### config.mk
export PLATFORM = sky130hd
export DESIGN_NAME = muldiv_unit
export DESIGN_NICKNAME = d
export VERILOG_FILES = /design/src/rtl/muldiv_unit.sv
export SDC_FILE = /design/constraint.sdc
export NUM_CORES = 1
export LEC_CHECK = 0
export CORE_MARGIN = 4
export CORE_UTILIZATION = 50
export DETAILED_ROUTE_END_ITERATION = 12
export PLACE_DENSITY_LB_ADDON = 0.3
export SLEW_MARGIN = 10
export SYNTH_ARGS = -nofsm -noshare
export SYNTH_HDL_FRONTEND = slang
export SYNTH_SLANG_ARGS = --single-unit
### constraint.sdc
create_clock -name clk_in -period 7.83 [get_ports clk_in]
set_clock_uncertainty 0.05 [all_clocks]
set_input_delay 1.9575 -clock clk_in [delete_from_list [all_inputs] [get_ports clk_in]]
set_output_delay 1.9575 -clock clk_in [all_outputs]
set_load 0.03 [all_outputs]
### src/rtl/muldiv_unit.sv
// RV32M multiply/divide unit: 32-step shift-add multiplier and restoring divider
// sharing one iterative datapath, with single-cycle special cases for division.
module muldiv_unit (
   input  logic        clk_in,
   input  logic        reset_n,
   input  logic        start,
   input  logic [2:0]  funct3,
   input  logic [31:0] operand_a,
   input  logic [31:0] operand_b,
   input  logic [4:0]  rd_in,
   input  logic        flush,
   output logic        busy,
   output logic        done,
   output logic [31:0] result,
   output logic [4:0]  rd_out
);

   typedef enum logic [1:0] {StIdle, StCalc, StDone} state_e;

   state_e      state_q;
   logic [2:0]  op_q;
   logic        neg_q;
   logic [31:0] hi_q, lo_q, b_q;
   logic [4:0]  cnt_q;
   logic [4:0]  rd_q;

   logic        a_signed, b_signed, a_neg, b_neg;
   logic [31:0] a_mag, b_mag;
   logic        div_zero, div_ovf, fast;
   logic [31:0] fast_res;
   logic [32:0] mul_sum, div_shift, div_diff;
   logic [31:0] hi_n, lo_n;
   logic [63:0] prod, prod_s;
   logic [31:0] quo_s, rem_s, final_res;

   assign busy = (state_q == StCalc);
   assign done = (state_q == StDone);

   always_comb begin
      a_signed = (funct3 != 3'b011) && (funct3 != 3'b101) && (funct3 != 3'b111);
      b_signed = (funct3 == 3'b000) || (funct3 == 3'b001) ||
                 (funct3 == 3'b100) || (funct3 == 3'b110);
      a_neg    = a_signed & operand_a[31];
      b_neg    = b_signed & operand_b[31];
      a_mag    = a_neg ? -operand_a : operand_a;
      b_mag    = b_neg ? -operand_b : operand_b;
      div_zero = funct3[2] && (operand_b == 32'd0);
      div_ovf  = ((funct3 == 3'b100) || (funct3 == 3'b110)) &&
                 (operand_a == 32'h8000_0000) && (operand_b == 32'hFFFF_FFFF);
      fast     = div_zero || div_ovf;
      // funct3[1] selects remainder among the divide ops
      if (div_zero) fast_res = funct3[1] ? operand_a : 32'hFFFF_FFFF;
      else          fast_res = funct3[1] ? 32'd0 : 32'h8000_0000;
   end

   // One iteration of either core; hi holds partial product / remainder, lo the
   // multiplier / dividend bits being consumed.
   always_comb begin
      mul_sum   = {1'b0, hi_q} + (lo_q[0] ? {1'b0, b_q} : 33'd0);
      div_shift = {hi_q, lo_q[31]};
      div_diff  = div_shift - {1'b0, b_q};
      if (op_q[2]) begin
         if (!div_diff[32]) begin
            hi_n = div_diff[31:0];
            lo_n = {lo_q[30:0], 1'b1};
         end else begin
            hi_n = div_shift[31:0];
            lo_n = {lo_q[30:0], 1'b0};
         end
      end else begin
         hi_n = mul_sum[32:1];
         lo_n = {mul_sum[0], lo_q[31:1]};
      end
      prod   = {hi_n, lo_n};
      prod_s = neg_q ? -prod : prod;
      quo_s  = neg_q ? -lo_n : lo_n;
      rem_s  = neg_q ? -hi_n : hi_n;
      if (op_q[2])                final_res = op_q[1] ? rem_s : quo_s;
      else if (op_q == 3'b000)    final_res = prod_s[31:0];
      else                        final_res = prod_s[63:32];
   end

   always_ff @(posedge clk_in or negedge reset_n) begin
      if (!reset_n) begin
         state_q <= StIdle;
         op_q    <= 3'd0;
         neg_q   <= 1'b0;
         hi_q    <= 32'd0;
         lo_q    <= 32'd0;
         b_q     <= 32'd0;
         cnt_q   <= 5'd0;
         rd_q    <= 5'd0;
         result  <= 32'd0;
         rd_out  <= 5'd0;
      end else if (flush) begin
         state_q <= StIdle;
      end else if (state_q == StCalc) begin
         hi_q  <= hi_n;
         lo_q  <= lo_n;
         cnt_q <= cnt_q + 5'd1;
         if (cnt_q == 5'd31) begin
            state_q <= StDone;
            result  <= final_res;
            rd_out  <= rd_q;
         end
      end else if (start) begin
         if (fast) begin
            state_q <= StDone;
            result  <= fast_res;
            rd_out  <= rd_in;
         end else begin
            state_q <= StCalc;
            op_q    <= funct3;
            neg_q   <= (funct3 == 3'b110) ? a_neg : (a_neg ^ b_neg);
            hi_q    <= 32'd0;
            lo_q    <= a_mag;
            b_q     <= b_mag;
            cnt_q   <= 5'd0;
            rd_q    <= rd_in;
         end
      end else begin
         state_q <= StIdle;
      end
   end

endmodule

==> metrics <==
status finished clean; Pleak 7.25 nW; antenna violations before repair 0; Clock Latency Late Sink 0.46 ns; hold path endpoint rd_q[3]; first-pass GRT wire length 102000 um; Inserted Clock Buffers 17; Synth Warn # 0; share of layout cells above drive strength 1 0.0619; RR Startpoint lo_q[31]; end of the worst register-to-register path result[10]; flop and latch count out of synthesis 149; Min Hold Slack 0.426 ns; Final period util 0.902; Post-CTS Resized 0; # DRC 0; largest net degree at the start of global routing 62; Worst setup SP type register; vias 18000; Layout area overhead 12.8%; Max-Cap Viols 0; first-pass detailed-route iteration total 6; final period demand of the worst path 7.07 ns; post-synth top area cell dfrtp_1; Starting Density 0.509; arrival time worst endpoint 7.35 ns; Max H-tree Level 4; register area share after synthesis 0.231; Worst-path clk slew 0.07 ns; Final setup viols 0; I/O Buffers 114; Post-CTS Setup Bufs 0; CTS root buffer clkbuf_16; PD cells 316 nW/um^2; row count 65; HP Start rd_q[3]; Synth top area share 0.231; Hold-fix buffers, CTS 0; vias per inst 6.76; Required @ worst endpoint 8.11 ns; post-route ant nets 0; die area 35200 um^2; critical path class reg2reg; Final Hold Fails 0; Die Span X 188 um; relative slew slack 0.241; # fillers 3062; Synth Cell Area 16100 um^2; placeable core area 31600 um^2; syn_nets 2360; fin nets 2399; Reg2Reg Depth 24; Hold Path Class reg2reg; die height 188 um; Synth async-reset ratio 1.00; RSZ-0062 raised after global routing no; max frequency 142 MHz; r2r setup slk 0.76 ns; CTS max path bufs 2; average size of a mapped cell 7.29 um^2; CP Capture Type register; routability cong. 1.00; ANT cells 0; hpwl dp 52000 um; VDD IR max 0.216 mV; Tot GR Track Use 0.371; Mapped Cells 2211; dominant synthesized flop cell dfrtp_1; setup TNS 0 ns; critical path peak fanout 12; Pins Over Slew Limit 0; I/O pin count 115; Yosys cell types 99; Post-synth EDFFs 0; Hold Path Stages 2; vias in the first global route 16800; DRT iter0 DRCs 2258; wire length per cell 25.3 um; TritonCTS Sinks 149; TritonCTS clock tree done; worst slew pin tran 1.13 ns; total gr overflow 0; WL final 67400 um; Synth area leaders dfrtp_1, nand2_1, o21ai_0
-- worst max-delay path, stage by stage, from the launching register on --
cell	delay, ns
dfrtp_1	0.38
inv_1	0.09
ha_1	0.24
fa_1	0.41
nand2b_1	0.18
a21o_1	0.20
a31o_1	0.26
or3b_4	0.41
a211o_1	0.52
a21oi_4	0.24
nor2_2	0.14
a21oi_1	0.26
ha_1	0.23
o211ai_1	0.13
nor2_1	0.21
nand4_1	0.39
or2_2	0.46
nor2_1	0.56
a31oi_1	0.27
or3_1	0.39
o21ai_0	0.38
xnor2_1	0.18
o22ai_1	0.11
a21oi_1	0.16
o21ai_0	0.09
-- registers in the layout (all words and copies together), names as in the netlist --
signal,count
b_q,32
cnt_q,5
hi_q,32
lo_q,32
neg_q,1
op_q,3
rd_out,5
rd_q,5
result,32
state_q,2
-- metal layers --
metal	track usage	share of wire	vias to the layer above
li1	-	-	8149
met5	0	0	-
met1	0.540	0.44	8758
met4	0.106	0.031	0
met2	0.557	0.43	984
met3	0.0771	0.10	134
-- through the flow --
stage	worst slack, ns	std cells	instance area [um^2]	power (W)	util
floorplan	2.38	2211	16100	0.00356	-
global placement	1.21	2633	17600	0.00466	0.555
detailed placement	1.03	2633	17600	0.00471	0.555
CTS	0.977	2665	18200	0.00562	0.574
global route	0.388	2665	18200	0.00604	0.574
finish	0.764	2665	18200	0.00574	0.574
-- cells by family (layout without fill, tap and decap cells) --
| logic type | after synthesis | in the layout | share of synthesized area |
|---|---|---|---|
| muxes | 53 | 53 | 0.0340 |
| buffers and inverters | 209 | 261 | 0.0513 |
| adders and majority gates | 73 | 73 | 0.0576 |
| xor gates and xnor gates | 178 | 178 | 0.0967 |
| DFF | 149 | 149 | 0.231 |
| AOI/OAI and AO/OA | 724 | 724 | 0.286 |
| and+or+nand+nor | 825 | 825 | 0.243 |
-- layout make-up --
class,count,area [um^2],area share
clock buffers,19,443,0.0244
multi-input cells,1853,11600,0.637
well taps,402,503,0.0277
clock inverters,13,173,0.00950
inverters,71,267,0.0147
repair buffers,158,1470,0.0810
flip-flops and latches,149,3730,0.205
-- cell usage in the layout (no fill, tap or decap), types with 9 or more instances in the layout --
master and n:
a31oi_1 42, a211oi_1 33, o31ai_1 30, a22o_1 11, buf_4 44, a21o_1 19, nand4_1 39, nor3_1 59
xnor2_1 106, clkbuf_16 17, o21a_1 14, clkdlybuf4s50_1 113, or3_1 21, ha_1 71, mux2i_1 39, o221ai_1 12
dfrtp_1 147, o211ai_1 29, nand2b_1 15, a21oi_1 177, nand3_1 62, and2_1 48, xor2_1 72, and3_1 10
inv_1 68, nor2_1 181, nor4_1 22, nand2_1 307, mux2_2 14, o21ai_0 221, or2_2 10, o22ai_1 24
nor2b_1 9
-- synthesized netlist by cell type (all sizes together) (50+ instances only) --
cell    number
nand3       63
and2        50
ha          71
xnor2      106
nor3        61
inv         69
dfrtp      149
xor2        72
clkbuf     114
o21ai      226
nor2       184
a21oi      178
nand2      307
-- how the worst max path moves through the flow --
stage                     slack [ns]  cells past startpoint          to      from
after global routing            0.39                     23  result[22]  lo_q[31]
after global placement          1.21                     23  result[22]  lo_q[31]
after CTS                       0.98                     24  result[10]  lo_q[31]
after floorplan                 2.38                     23  result[22]  lo_q[31]
final                           0.76                     24  result[10]  lo_q[31]
after detailed placement        1.03                     24  result[10]  lo_q[31]
-- power breakdown --
| part | switching, W | internal, W |
|---|---|---|
| Combinational | 0.00245 | 0.00125 |
| Sequential | 0.000219 | 0.000910 |
| Clock | 0.000392 | 0.000515 |
| Total | 0.00306 | 0.00267 |
(Power assumes the default switching activity.)
==> edit 1 (config.mk and constraints unchanged) <==
Register the outputs `busy` and `done`, cleared by the reset; this adds one clock of latency there. The other outputs are not delayed to match.
--- a/src/rtl/muldiv_unit.sv
+++ b/src/rtl/muldiv_unit.sv
@@ -34,6 +34,13 @@
    logic [31:0] quo_s, rem_s, final_res;
 
-   assign busy = (state_q == StCalc);
-   assign done = (state_q == StDone);
+   always_ff @(posedge clk_in or negedge reset_n) begin
+      if (!reset_n) begin
+         busy <= '0;
+         done <= '0;
+      end else begin
+         busy <= (state_q == StCalc);
+         done <= (state_q == StDone);
+      end
+   end
 
    always_comb begin
Function: changed (a bounded check fails within 4 cycles, from zero or initial values and one cycle with reset_n low).
==> edit 1 against the original RTL <==
- design area increased by 1.5%
- power decreased by 0.68%
- wire length decreased by 6.0%
- combinational power about the same
- utilization decreased by 0.77 points
- worst setup slack improved by 0.96 ns
- synthesized area increased by 2.3%
- die area increased by 2.2%
- synthesized cell count increased by 0.32%
- sequential cell count increased by 2
- largest cell class unchanged
==> edit 1: results (changes against the original RTL) <==
stage,metric,value,unit,change
critical_path,cell family with most CP delay,compound AO/OA/AOI/OAI gates,,
finish,Logic inverters,67,,-5.6%
synthesis,Post-synth top cells,"nand2_1 (278), o21ai_0 (221), a21oi_1 (204), nor2_1 (198), dfrtp_1 (151)",,
place,Placed Cells,2674,,+1.6%
pwr,Seq pwr share,0.205,,+0.008
synthesis,post-synthesis xor/xnor area fraction,0.0828,,-0.0139
synthesis,register area share after synthesis,0.229,,-0.00225
place,DP HPWL,49000,microns,-5.7%
routing,WL final,63300,microns,-6.0%
routing,Routed WL per cell,23.4,microns,-7.4%
outcome,status,completed,,
critical_path,Crit-path slowest cell,dfrtp_1,,
synthesis,mux contribution to synthesized area,0.0474,,+0.0134
routing,Via density,6.67,,-1.3%
finish,count of non-CTS buffers in the layout,139,,-12%
pwr,clock share of power,0.147,,-0.011
synthesis,Compound-Gate Fraction of Synth Area,0.292,,+0.00545
critical_path,register-to-register setup slack,1.72,ns,+0.96 ns
finish,clkbuf count,17,,-2
synthesis,net count after synthesis,2367,,+0.30%
synthesis,ranking of synthesized cells by area,"dfrtp_1 (23%), o21ai_0 (6.7%), nand2_1 (6.3%)",,
finish,sequential cell area share,0.205,,-0.000268
critical_path,Slowest Stage Delay on Critical Path,1.02,ns,+0.46 ns
finish,Non-clock buffering overhead,0.0728,,-0.00823
finish,flip-flop and latch count,151,,+1.3%
synthesis,Post-Synth Adder-Cell Area,0.0563,,-0.00132
global_route,vias in the first global route,16600,,-1.1%
global_route,global-route wire length before repair,97600,microns,-4.7%
pwr,VDD IR max,0.174,mV,-19%
timing,Fin Setup TNS,0,ns,unchanged
finish,multi-input gates,1875,,+1.2%
finish,multi-input gate share of the layout cell area,0.648,,+0.0103
routing,1st-iter DRT viols,2286,,+1.2%
synthesis,Synth Area per Inst,7.44,sq um,+2.0%
pwr,Switching Share,0.536,,+0.00189
global_route,pin count of the biggest net entering global routing,99,,+60%
place,Routability Congestion,1.04,,+4.0%
global_route,GRT Total Usage,0.343,,-0.0274
finish,ClkCell Share,0.0308,,-0.00307
finish,layout cell share with drive strength beyond 1,0.0724,,+0.0106
timing,worst slew pin tran,1.16,ns,+0.0309 ns
## edit 1: cell types whose count changed in the layout (fill, tap and decap cells not counted), moves of 12 or more
cell,unedited run,this run
a211oi_1,33,21
a21oi_1,177,204
buf_4,44,24
mux2_2,14,26
nand2_1,307,277
nand3_1,62,45
nor2_1,181,197
nor3_1,59,40
xnor2_1,106,82
## edit 1: through the flow
stage / area (sq um) / setup slack [ns] / hold slack [ns] / total power [mW] / util
after global placement: 17900 / 1.41 / 0.411 / 4.68 / 0.549
after global routing: 18400 / 1.29 / 0.452 / 6.02 / 0.567
final: 18400 / 1.72 / 0.423 / 5.70 / 0.567
after detailed placement: 17900 / 1.33 / 0.417 / 4.73 / 0.549
after floorplan: 16500 / 2.84 / 0.354 / 3.70 / -
after CTS: 18400 / 1.78 / 0.426 / 5.58 / 0.567
## edit 1: final timing paths
kind                                        start                      to  cells past startpoint
setup / recovery              lo_q[0]$_DFFE_PN0P_  result[28]$_DFFE_PN0P_                     15
hold / removal             state_q[0]$_DFFE_PN0P_          done$_DFF_PN0_                      1
setup reg to reg              lo_q[0]$_DFFE_PN0P_  result[28]$_DFFE_PN0P_                     15
hold reg to reg            state_q[0]$_DFFE_PN0P_          done$_DFF_PN0_                      1
max in group asynchronous                 reset_n     b_q[10]$_DFFE_PN0P_                      2
min in group asynchronous                 reset_n          busy$_DFF_PN0_                      1
## edit 1: per-layer routing
layer  vias to the layer above  track usage  wire length [microns]
met1                      8582        0.482                  25900
met3                       187       0.0778                   7360
met5                         -            0                      0
met4                         0        0.119                   2480
met2                      1080        0.522                  27600
li1                       8210            -                      -
==> edit 2 (config.mk and constraints unchanged) <==
Without the edit above. Reset style: synchronous (`reset_n`), changed in one clocked block.
--- a/src/rtl/muldiv_unit.sv
+++ b/src/rtl/muldiv_unit.sv
@@ -81,5 +81,5 @@
    end
 
-   always_ff @(posedge clk_in or negedge reset_n) begin
+   always_ff @(posedge clk_in) begin
       if (!reset_n) begin
          state_q <= StIdle;
Check against the original RTL: differs if reset_n is asserted again (counterexample within 4 cycles, from zero or initial values and one cycle with reset_n low); with reset_n held inactive, the same outputs for 4 cycles.
==> edit 2 against the original RTL <==
- wire length shrank 11%
- utilization fell by 0.68 points
- synthesized area about the same
- synthesized cell count is 1.4% higher
- final cell count about the same
- sequential cell count stayed put
- worst setup slack improved by 0.44 ns
- design area is 1.2% lower
- hold slack worse by 0.0053 ns
- highest routed layer unchanged
Power is not compared: it rests on default switching activity, and its combinational part moved more than twofold at a synthesized area within 25%.
==> edit 2: results (changes against the original RTL) <==
stage,metric,value,unit,change
routing,1st-pass router iterations,7,,+1
place,pre-CTS setup slack,0.868,ns,-0.159 ns
place,Area after DPL,0.0174,sq mm,-1.1%
critical_path,register-to-register setup slack,1.29,ns,+0.53 ns
critical_path,start point of the critical path,operand_a[4],,
hold_path,Hold EP,op_q[1]$_SDFFE_PN0P_,,
critical_path,CP max FO,33,,+21
synthesis,net count after synthesis,2392,,+1.4%
cts,post-cts sizing count,0,,unchanged
routing,1st-iter DRT viols,2251,,-0.31%
timing,period utilisation layout,0.846,,-0.0562
synthesis,Post-Synth Adder-Cell Area,0.0576,,about the same
synthesis,mux contribution to synthesized area,0.0412,,+0.00723
critical_path,Critical R2R Capture,result[28]$_SDFFE_PN0P_,,
critical_path,reg2reg start,lo_q[31]$_SDFFE_PN0P_,,
timing,Final Setup Violations,0,,unchanged
synthesis,Post-Syn Instances,2243,,+1.4%
global_route,initial antenna violation count,2,,+2
synthesis,register area share after synthesis,0.185,,-0.0462
routing,Routed WL per cell,22.5,microns,-11%
routing,WL final,59800,microns,-11%
finish,layout cell share with drive strength beyond 1,0.0584,,-0.00346
synthesis,ys async rst share,0,,-1.00
synthesis,Compound-Gate Fraction of Synth Area,0.315,,+0.0282
synthesis,Post-synth top cells,"nand2_1 (309), o21ai_0 (161), dfxtp_1 (149), a21oi_1 (139), nor2_1 (133)",,
critical_path,Reg2Reg Depth,16,,-33%
place,DP HPWL,45100,microns,-13%
global_route,global-route wire length before repair,93400,microns,-8.9%
place,Placed Cells,2630,,-0.11%
synthesis,post-synthesis xor/xnor area fraction,0.0929,,-0.00379
critical_path,Critical Path AT,6.98,ns,-0.37 ns
place,Routability Congestion,1.00,,+0.23%
critical_path,Crit-path slowest cell,a21oi_4,,
synthesis,ranking of synthesized cells by area,"dfxtp_1 (19%), nand2_1 (7.2%), ha_1 (5.5%)",,
global_route,pin count of the biggest net entering global routing,87,,+40%
critical_path,crit path to,result[9]$_SDFFE_PN0P_,,
routing,total number of vias,17600,,-2.4%
outcome,status,completed,,
hold_path,hold_sp,op_q[1]$_SDFFE_PN0P_,,
synthesis,Synth cell types,102,,+3.0%
timing,Min Hold Slack,0.420,ns,-0.00529 ns
global_route,vias in the first global route,16700,,-0.41%
cts,CTS clock-pin slew for the worst setup and hold paths,0.07,ns,about the same
edit 2: final cells by class:
cell class              count  area [sq um]
diodes                      1          2.50
clock buffers              18           429
clock inverters            14           163
fillers                  3037         13700
inverters                  67           251
multi-input cells        1872         12300
flip-flops and latches    149          2990
well taps                 402           503
repair buffers            140          1330
edit 2: layer usage:
metal  GRT usage  routed length (microns)
met3      0.0571                     5030
met2       0.515                    26700
met4       0.119                     2080
met1       0.449                    26100
met5           0                        0
edit 2: tightest hold or removal path, delay by kind of cell (launching register included):
family,cells,cell delay [ns]
flops,1,0.31
compound gates,1,0.07
simple gates,1,0.04
edit 2: power by group through the flow:
stage                     Clock [mW]  Sequential [mW]  Combinational (mW)
final                          0.871            0.823               0.752
after detailed placement           0            0.838               0.728
after floorplan                    0            0.818               0.518
after global routing           0.905            0.825               0.812
after CTS                      0.872            0.820               0.733
after global placement             0            0.837               0.717
